<file path="src/rtl/uart_tx_fifo.sv">
// uart_tx_fifo: UART transmitter with write FIFO, baud divider and run-time frame format.
// Words are serialised LSB-first, back-to-back while the FIFO holds data.
module uart_tx_fifo #(
    parameter int DATA_W     = 8,
    parameter int FIFO_DEPTH = 4,
    parameter int DIV_W      = 16
) (
    input  logic                          clk,
    input  logic                          rst,
    input  logic [DIV_W-1:0]              baud_div,
    input  logic [3:0]                    dlen,
    input  logic [1:0]                    par_mode,
    input  logic                          two_stop,
    input  logic [DATA_W-1:0]             s_data,
    input  logic                          s_valid,
    output logic                          s_ready,
    output logic                          tx,
    output logic                          busy,
    output logic [$clog2(FIFO_DEPTH):0]   fifo_count
);
    localparam int AW = $clog2(FIFO_DEPTH);
    localparam logic [AW:0] FULL = FIFO_DEPTH[AW:0];
    localparam logic [3:0] DW4 = DATA_W[3:0];

    typedef enum logic [2:0] {IDLE, START, DATA, PARITY, STOP} state_t;

    state_t            state, state_n;
    logic [DATA_W-1:0] mem [FIFO_DEPTH];
    logic [AW-1:0]     wr_ptr, rd_ptr;
    logic              push, pop, tick, tx_n;
    logic [DIV_W-1:0]  cnt, cnt_n, fdiv;
    logic [3:0]        idx, idx_n, fn, n;
    logic [DATA_W-1:0] sh, sh_n, head, mask;
    logic              fpar_en, fpar, ftwo;

    assign n       = (dlen < 4'd5) ? 4'd5 : (dlen > DW4) ? DW4 : dlen;
    assign mask    = {DATA_W{1'b1}} >> (DW4 - n);
    assign head    = mem[rd_ptr];
    assign s_ready = fifo_count < FULL;
    assign push    = s_valid && s_ready;
    assign busy    = state != IDLE;
    assign tick    = cnt == fdiv;

    always_ff @(posedge clk)
        if (push) mem[wr_ptr] <= s_data;

    always_ff @(posedge clk or posedge rst) begin
        if (rst) begin
            wr_ptr     <= '0;
            rd_ptr     <= '0;
            fifo_count <= '0;
        end else begin
            if (push) wr_ptr <= wr_ptr + AW'(1);
            if (pop) rd_ptr <= rd_ptr + AW'(1);
            fifo_count <= fifo_count + {{AW{1'b0}}, push} - {{AW{1'b0}}, pop};
        end
    end

    // Frame format is frozen at the pop so config changes only affect later frames.
    always_ff @(posedge clk or posedge rst) begin
        if (rst) begin
            fdiv    <= '0;
            fn      <= 4'd5;
            fpar_en <= 1'b0;
            fpar    <= 1'b0;
            ftwo    <= 1'b0;
        end else if (pop) begin
            fdiv    <= baud_div;
            fn      <= n;
            fpar_en <= ^par_mode;
            fpar    <= (^(head & mask)) ^ par_mode[0];
            ftwo    <= two_stop;
        end
    end

    always_ff @(posedge clk or posedge rst) begin
        if (rst) begin
            state <= IDLE;
            cnt   <= '0;
            idx   <= '0;
            sh    <= '0;
            tx    <= 1'b1;
        end else begin
            state <= state_n;
            cnt   <= cnt_n;
            idx   <= idx_n;
            sh    <= sh_n;
            tx    <= tx_n;
        end
    end

    // tx_n is the level of the bit period being entered, so tx stays registered.
    always_comb begin
        state_n = state;
        cnt_n   = tick ? '0 : cnt + DIV_W'(1);
        idx_n   = idx;
        sh_n    = sh;
        tx_n    = tx;
        pop     = 1'b0;
        case (state)
            IDLE: begin
                cnt_n = '0;
                tx_n  = 1'b1;
                if (fifo_count != '0) begin
                    pop     = 1'b1;
                    state_n = START;
                    tx_n    = 1'b0;
                end
            end
            START: if (tick) begin
                state_n = DATA;
                idx_n   = '0;
                tx_n    = sh[0];
            end
            DATA: if (tick) begin
                if (idx == fn - 4'd1) begin
                    state_n = fpar_en ? PARITY : STOP;
                    tx_n    = fpar_en ? fpar : 1'b1;
                    idx_n   = '0;
                end else begin
                    idx_n = idx + 4'd1;
                    sh_n  = sh >> 1;
                    tx_n  = sh[1];
                end
            end
            PARITY: if (tick) begin
                state_n = STOP;
                tx_n    = 1'b1;
            end
            STOP: if (tick) begin
                if (ftwo && idx == '0) idx_n = 4'd1;
                else if (fifo_count != '0) begin
                    pop     = 1'b1;
                    state_n = START;
                    tx_n    = 1'b0;
                end else state_n = IDLE;
            end
            default: state_n = IDLE;
        endcase
        if (pop) sh_n = head;
    end
endmodule

</file>
<file path="config.mk">
export PLATFORM = sky130hd
export DESIGN_NAME = uart_tx_fifo
export DESIGN_NICKNAME = d
export VERILOG_FILES = /design/src/rtl/uart_tx_fifo.sv
export SDC_FILE = /design/constraint.sdc
export NUM_CORES = 1
export LEC_CHECK = 0
export CAP_MARGIN = 30
export CORE_MARGIN = 4
export CORE_UTILIZATION = 58
export CTS_CLUSTER_SIZE = 20
export DETAILED_ROUTE_END_ITERATION = 7
export HOLD_SLACK_MARGIN = 0.02
export PLACE_DENSITY = 0.8
export SLEW_MARGIN = 20
export SYNTH_ARGS = -nofsm -noshare
export SYNTH_HDL_FRONTEND = slang
export SYNTH_SLANG_ARGS = --single-unit
</file>
<file path="constraint.sdc">
create_clock -name clk -period 3.7 [get_ports clk]
set_input_delay 0.555 -clock clk [delete_from_list [all_inputs] [get_ports clk]]
set_output_delay 0.555 -clock clk [all_outputs]
set_load 0.1 [all_outputs]
</file>
==> results.py, run 1 <==
metrics = {
    "outcome": {
        "outcome": "completed",
    },
    "place": {
        "place.gp.congestion": 0.813,
        "hpwl_mm": 6.23,
        "port_buffers": 39,
    },
    "synth": {
        "synth_area_leader_cell": "dfrtp_1",
        "ys.flop_type": "dfrtp_1",
        "synth.yosys.seq_area_share_pct": 54.7,
        "synth-seq-cells": 94,
        "synth_top_area_share_pct": 32.1,
        "netlist_area_mm2": 0.00460,
        "avgSynthCellArea_um2": 12.3,
        "ys.warnings.count": 0,
        "synthArstFlopShare_pct": 66.0,
        "synth-edff-count": 32,
        "synth.distinct_cells": 55,
        "syn-instance-count": 373,
        "syn_nets": 418,
        "synth_area_leaders": "dfrtp_1 32%, edfxtp_1 21%, xor2_1 6.1%",
    },
    "pwr": {
        "power_mw": 4.17,
        "peakVddDrop_uv": 395,
        "p_leak_nw": 2.16,
        "power-per-cell-area_mw_per_mm2": 782,
    },
    "layout": {
        "antenna_cells": 0,
        "drive_gt1_share_pct": 13.5,
        "area_growth_pct": 15.8,
        "final_nets": 463,
        "final_util_pct": 69.0,
    },
    "sta": {
        "tightest_slew_ns": 0.977,
        "hold_viol": 0,
        "setup_viol": 0,
        "period_minus_slack_ns": 2.87,
        "rsz0062_at_grt": "no",
        "fmax_mhz": 349,
        "relSlewSlack_pct": 34.6,
        "fin_skew_ns": 0.00900,
        "drv_slew": 0,
        "timing.final.crit_share_pct": 77.5,
        "whs_ns": 0.520,
        "fin_setup_tns_ns": 0,
    },
    "grt": {
        "antenna_found_initial": 0,
        "grt_max_degree": 47,
        "overflow": 0,
        "grt_first_pass_wirelength_mm": 15.1,
        "grt_pass1_vias": 3072,
        "grt_use_total_pct": 19.8,
    },
    "worst_setup_path": {
        "cp-start-kind": "input pin",
        "end_kind": "flop",
        "crit_required_ns": 3.96,
        "worstPathMaxFanout": 9,
        "critical_path_class": "in -> reg",
        "r2r_start": "fn[0]",
        "r2r_cells": 9,
        "rrSetupSlack_ns": 1.01,
        "r2r-end": "sh[5]",
        "critical_path_arrival_ns": 3.12,
    },
    "die": {
        "die_area_mm2": 0.00943,
        "initial_core_util_pct": 59.6,
        "die_h_um": 97.1,
        "core_area_mm2": 0.00773,
        "rows": 32,
        "die_x_um": 97.1,
        "ios": 40,
    },
    "hold_path": {
        "hold_path.class": "reg -> reg",
        "hold_start": "sh[6]",
        "hold-path-endpoint": "sh[6]",
        "min_path_cells": 1,
    },
    "clock_tree": {
        "clk_latency_ns": 0.36,
        "cts_made_buffers": 9,
        "cts-hold-fix-buffers": 0,
        "cts_tree": "yes",
        "root_buffer": "clkbuf_8",
        "post_cts_buffers": 0,
        "htreeDepth": 3,
        "cts_resized": 0,
        "clkTransAtPathRegs_ns": 0.09,
        "cts_sinks": 94,
        "clock_path_buffers": 2,
    },
    "route": {
        "drc_errors": 0,
        "via_per_inst": 5.61,
        "routed.top_layer": "met4",
        "routedWlPerCell_um": 16.0,
        "final_antenna_net_count": 0,
        "routed_wl_mm": 8.41,
        "drt_iter0_drc": 123,
        "met2WireLength_mm": 4.28,
        "firstDrtPassIters": 4,
        "wl_met1_mm": 3.71,
        "wl_met3_um": 328,
        "dr_total_vias": 2945,
    },
    "job": {
        "drv_cap": 0,
    },
}
[final cells by class]
| cell class | count | area, um^2 |
|---|---|---|
| Clock buffer | 9 | 124 |
| Multi-Input combinational cell | 249 | 1960 |
| Clock inverter | 7 | 73.8 |
| Sequential cell | 94 | 2520 |
| Fill cell | 553 | 2400 |
| Timing Repair Buffer | 48 | 468 |
| Inverter | 16 | 60.1 |
| Tap cell | 102 | 128 |
[flip-flops by register name (all words and copies together), names as in the netlist]
register,flops
mem,32
cnt,16
fdiv,16
sh,8
fn,4
idx,4
fifo_count,3
state,3
rd_ptr,2
wr_ptr,2
fpar,1
fpar_en,1
ftwo,1
tx,1
[per-stage QoR]
step / setup slack, ns / cell area [um^2] / cells
3_5_place_dp: 0.476 / 5110 / 508
5_1_grt: 0.735 / 5330 / 525
4_1_cts: 0.862 / 5310 / 524
2_1_floorplan: 0.853 / 4600 / 373
3_3_place_gp: 0.574 / 5110 / 508
6_report: 0.834 / 5330 / 525
[per-layer routing]
| metal | track usage [%] | vias up |
|---|---|---|
| li1 | - | 1434 |
| met1 | 26.2 | 1446 |
| met5 | 0 | - |
| met2 | 32.9 | 53 |
| met3 | 4.88 | 12 |
| met4 | 4.97 | 0 |
[cells in the final DEF (no fill, tap or decap), types with 3 or more instances in the layout]
master	instances
ha_1	10
mux4_1	6
a21oi_1	15
dfrtp_1	59
nand2_1	14
and2_1	11
nand4_1	3
mux2_2	22
nand2b_1	5
a221o_1	4
a21boi_0	3
xor2_1	32
nor2_1	27
and3_1	5
clkbuf_8	9
inv_1	15
clkinvlp_4	3
clkdlybuf4s50_1	38
a22o_1	3
dfstp_2	3
edfxtp_1	32
nor3_1	5
xnor2_1	16
o31ai_1	3
buf_4	9
mux2i_1	5
nand3_1	13
o21ai_0	13
nor4_1	4
[worst max-delay path, cell delays in order]
cell and delay [ns]:
clkdlybuf4s50_1 0.47, nand2_1 0.07, o21bai_1 0.18, ha_1 0.35
and3b_1 0.21, a221oi_1 0.10, mux2_2 0.28, or3_1 0.39
a211o_1 0.31, a31o_1 0.21
[cell usage after synthesis (all sizes together) (11+ instances only)]
| cell type | n |
|---|---|
| nor2 | 27 |
| o21ai | 14 |
| xnor2 | 16 |
| inv | 16 |
| and2 | 11 |
| dfrtp | 59 |
| nand2 | 14 |
| xor2 | 32 |
| a21oi | 15 |
| edfxtp | 32 |
| mux2 | 22 |
| nand3 | 13 |
[where the power goes]
part           switching [mW]  total [mW]  internal (mW)
Combinational            1.03        1.84          0.816
Sequential              0.248        1.65           1.41
Clock                   0.358       0.671          0.313
[cells by family (layout without fill, tap and decap cells)]
group                      Yosys count  count (layout)  synth area share, %
muxes                               35              35                 10.9
xor gates and xnor gates            48              48                 9.13
adders and majority gates           11              11                 3.15
DFF                                 94              94                 54.7
AOI/OAI and AO/OA                   58              58                 8.62
and+or+nand+nor                     97              97                 10.8
buffers and inverters               30              80                 2.75
[how the worst max path moves through the flow]
stage	cells past startpoint	from	endpoint	slack, ns
after floorplan	10	dlen[3]	fpar	0.85
after global placement	10	dlen[1]	fpar	0.57
after detailed placement	10	dlen[1]	fpar	0.48
after global routing	10	dlen[1]	fpar	0.73
final	10	dlen[2]	fpar	0.83
after CTS	10	dlen[2]	fpar	0.86
No activity file was read; power rests on OpenSTA's default activity.
==> run 2: changes to the inputs <==
--- a/config.mk
+++ b/config.mk
@@ -7,11 +7,11 @@
 export LEC_CHECK = 0
 export CAP_MARGIN = 30
 export CORE_MARGIN = 4
-export CORE_UTILIZATION = 58
+export CORE_UTILIZATION = 52
 export CTS_CLUSTER_SIZE = 20
 export DETAILED_ROUTE_END_ITERATION = 7
 export HOLD_SLACK_MARGIN = 0.02
-export PLACE_DENSITY = 0.8
+export PLACE_DENSITY = 0.76
 export SLEW_MARGIN = 20
 export SYNTH_ARGS = -nofsm -noshare
 export SYNTH_HDL_FRONTEND = slang
==> constraint.sdc (replaced) <==
create_clock -name clk -period 2.4 [get_ports clk]
set_input_delay 0.36 -clock clk [delete_from_list [all_inputs] [get_ports clk]]
set_output_delay 0.36 -clock clk [all_outputs]
set_load 0.1 [all_outputs]
==> run 2 against run 1 <==
Compared with the run above:
- the run now ends with setup timing left
- sequential share of layout area decreased by 6.4 points
- flip-flop and latch count unchanged
- final cell count increased by 14%
- combinational power increased by 120%
- worst setup slack got worse by 0.90 ns
- via count increased by 13%
- critical path type is now reg -> reg
- largest cell class unchanged
- highest routed layer unchanged
==> results.py, run 2 (synthesis results as in run 1) <==
metrics = {
    "outcome": {
        "outcome": "finished, violations left",
        "violations": "setup timing",
    },
    "route": {
        "via_per_inst": 5.55,
        "final_antenna_net_count": 0,
        "routed_wl_mm": 10.4,
        "routedWlPerCell_um": 17.3,
        "drc_errors": 0,
        "drt_iter0_drc": 158,
        "firstDrtPassIters": 4,
        "routed.top_layer": "met4",
        "wl_met1_mm": 4.36,
        "wl_met3_um": 486,
        "dr_total_vias": 3328,
        "met2WireLength_mm": 5.38,
    },
    "sta": {
        "rsz0062_at_grt": "yes",
        "setup_viol": 5,
        "post-route-worst-setup-slack_ns": -0.0651,
        "fmax_mhz": 406,
        "tightest_slew_ns": 0.887,
        "drv_slew": 0,
        "relSlewSlack_pct": 40.1,
        "fin_skew_ns": 0.0206,
        "period_minus_slack_ns": 2.47,
        "hold_viol": 0,
        "timing.final.crit_share_pct": 103,
    },
    "layout": {
        "top_register": "mem",
        "most-common-layout-cells": "71 x buf_4, 55 x dfrtp_1, 32 x xor2_1, 32 x clkdlybuf4s50_1, 32 x edfxtp_1",
        "drive_gt1_share_pct": 32.7,
        "antenna_cells": 0,
        "top_regs": "mem x32, cnt x16, fdiv x16",
        "area_growth_pct": 34.2,
        "largest_reg_flops": 32,
        "final_nets": 532,
        "final_common_cell": "buf_4",
    },
    "clock_tree": {
        "cts_tree": "yes",
        "cts_made_buffers": 9,
        "clkTransAtPathRegs_ns": 0.09,
        "clock_path_buffers": 2,
        "cts_sinks": 94,
        "root_buffer": "clkbuf_8",
        "clk_latency_ns": 0.37,
        "htreeDepth": 3,
    },
    "die": {
        "ios": 40,
        "rows": 34,
        "die_h_um": 102,
        "initial_core_util_pct": 53.0,
        "die_x_um": 102,
        "core_area_mm2": 0.00868,
        "die_area_mm2": 0.0104,
    },
    "worst_setup_path": {
        "r2r_cells": 10,
        "worstPathMaxFanout": 4,
        "r2r-end": "fifo_count[1]",
        "r2r_start": "cnt[11]",
        "critical_path_arrival_ns": 2.76,
        "rrSetupSlack_ns": -0.07,
        "crit_path_end": "fifo_count[1]",
        "crit_start": "cnt[11]",
        "crit_required_ns": 2.70,
        "cp-start-kind": "flop",
        "end_kind": "flop",
        "critical_path_class": "reg -> reg",
    },
    "place": {
        "hpwl_mm": 6.85,
        "place.gp.congestion": 0.875,
        "pre_cts_slack_ns": -0.509,
        "port_buffers": 39,
    },
    "pwr": {
        "peakVddDrop_uv": 641,
        "p_leak_nw": 2.66,
        "power_mw": 7.76,
        "power-per-cell-area_mw_per_mm2": 1260,
    },
    "grt": {
        "grt_pass1_vias": 3331,
        "grt_use_total_pct": 19.5,
        "grt_max_degree": 63,
        "antenna_found_initial": 0,
        "grt_first_pass_wirelength_mm": 15.8,
        "overflow": 0,
    },
    "job": {
        "drv_cap": 0,
    },
    "hold_path": {
        "hold_path.class": "in -> async",
    },
}
-- run 2: cell count changes in the layout (fill, tap and decap cells not counted), moves of 4 or more --
cell             delta
clkbuf_16           +4
clkdlybuf4s50_1     -6
mux2_2             -21
buf_4              +62
buf_6               +8
mux2_4             +21
dfrtp_1             -4
dfrtp_2             +4
-- run 2: stage by stage --
| stage | area, um^2 | hold WS [ns] | cells | utilization, % | setup TNS (ns) |
|---|---|---|---|---|---|
| 5_1_grt | 6180 | 0.413 | 600 | 71.2 | -3.02 |
| 3_3_place_gp | 5570 | 0.492 | 568 | 64.2 | -3.94 |
| 3_5_place_dp | 5570 | 0.494 | 568 | 64.2 | -4.15 |
| 6_report | 6180 | 0.374 | 600 | 71.2 | -0.152 |
| 2_1_floorplan | 4680 | 0.459 | 373 | - | -0.0785 |
| 4_1_cts | 5880 | 0.378 | 589 | 67.8 | -0.618 |
-- run 2: where the power goes --
group | internal (mW) | total [mW] | switching (mW)
clock network | 0.504 | 1.07 | 0.566
logic | 2.13 | 4.14 | 2.02
registers | 2.18 | 2.55 | 0.373
total | 4.81 | 7.76 | 2.95
-- run 2: how the worst min path moves through the flow --
stage	to	slack [ns]	cells past startpoint
CTS	sh[2]	0.38	3
global placement	sh[3]	0.49	1
global route	state[2]	0.41	3
floorplan	mem[0][0]	0.46	0
finish	cnt[3]	0.37	3
detailed placement	sh[3]	0.49	1
-- run 2: worst max-delay path, cell delays in order, from the launching register on --
cell and delay (ns):
dfrtp_1 0.40, xor2_1 0.17, nor4_2 0.31, buf_4 0.16, nand4_1 0.09, buf_4 0.18
o21ai_4 0.19, nand2_2 0.09, xnor2_1 0.13, ha_2 0.19, fa_2 0.51
-- run 2: final cells by class --
cell class	instances	area (um^2)
Timing Repair Buffer	117	1060
Multi-Input combinational cell	249	2200
Inverter	16	60.1
Sequential cell	94	2520
Tap cell	108	135
Clock buffer	12	178
Clock inverter	4	26.3
Fill cell	598	2500
-- run 2: metal layers --
layer | track usage [%] | vias up
met5 | 0 | -
met4 | 6.96 | 0
met3 | 4.23 | 13
met2 | 34.6 | 81
met1 | 23.3 | 1660
li1 | - | 1574
-- run 2: timing repair --
action,CTS,global route
pin swaps,10,8
endpoints found under the setup margin,34,34
gates cloned,0,2
hold buffers,0,0
resized for setup,19,42
setup buffers,5,10
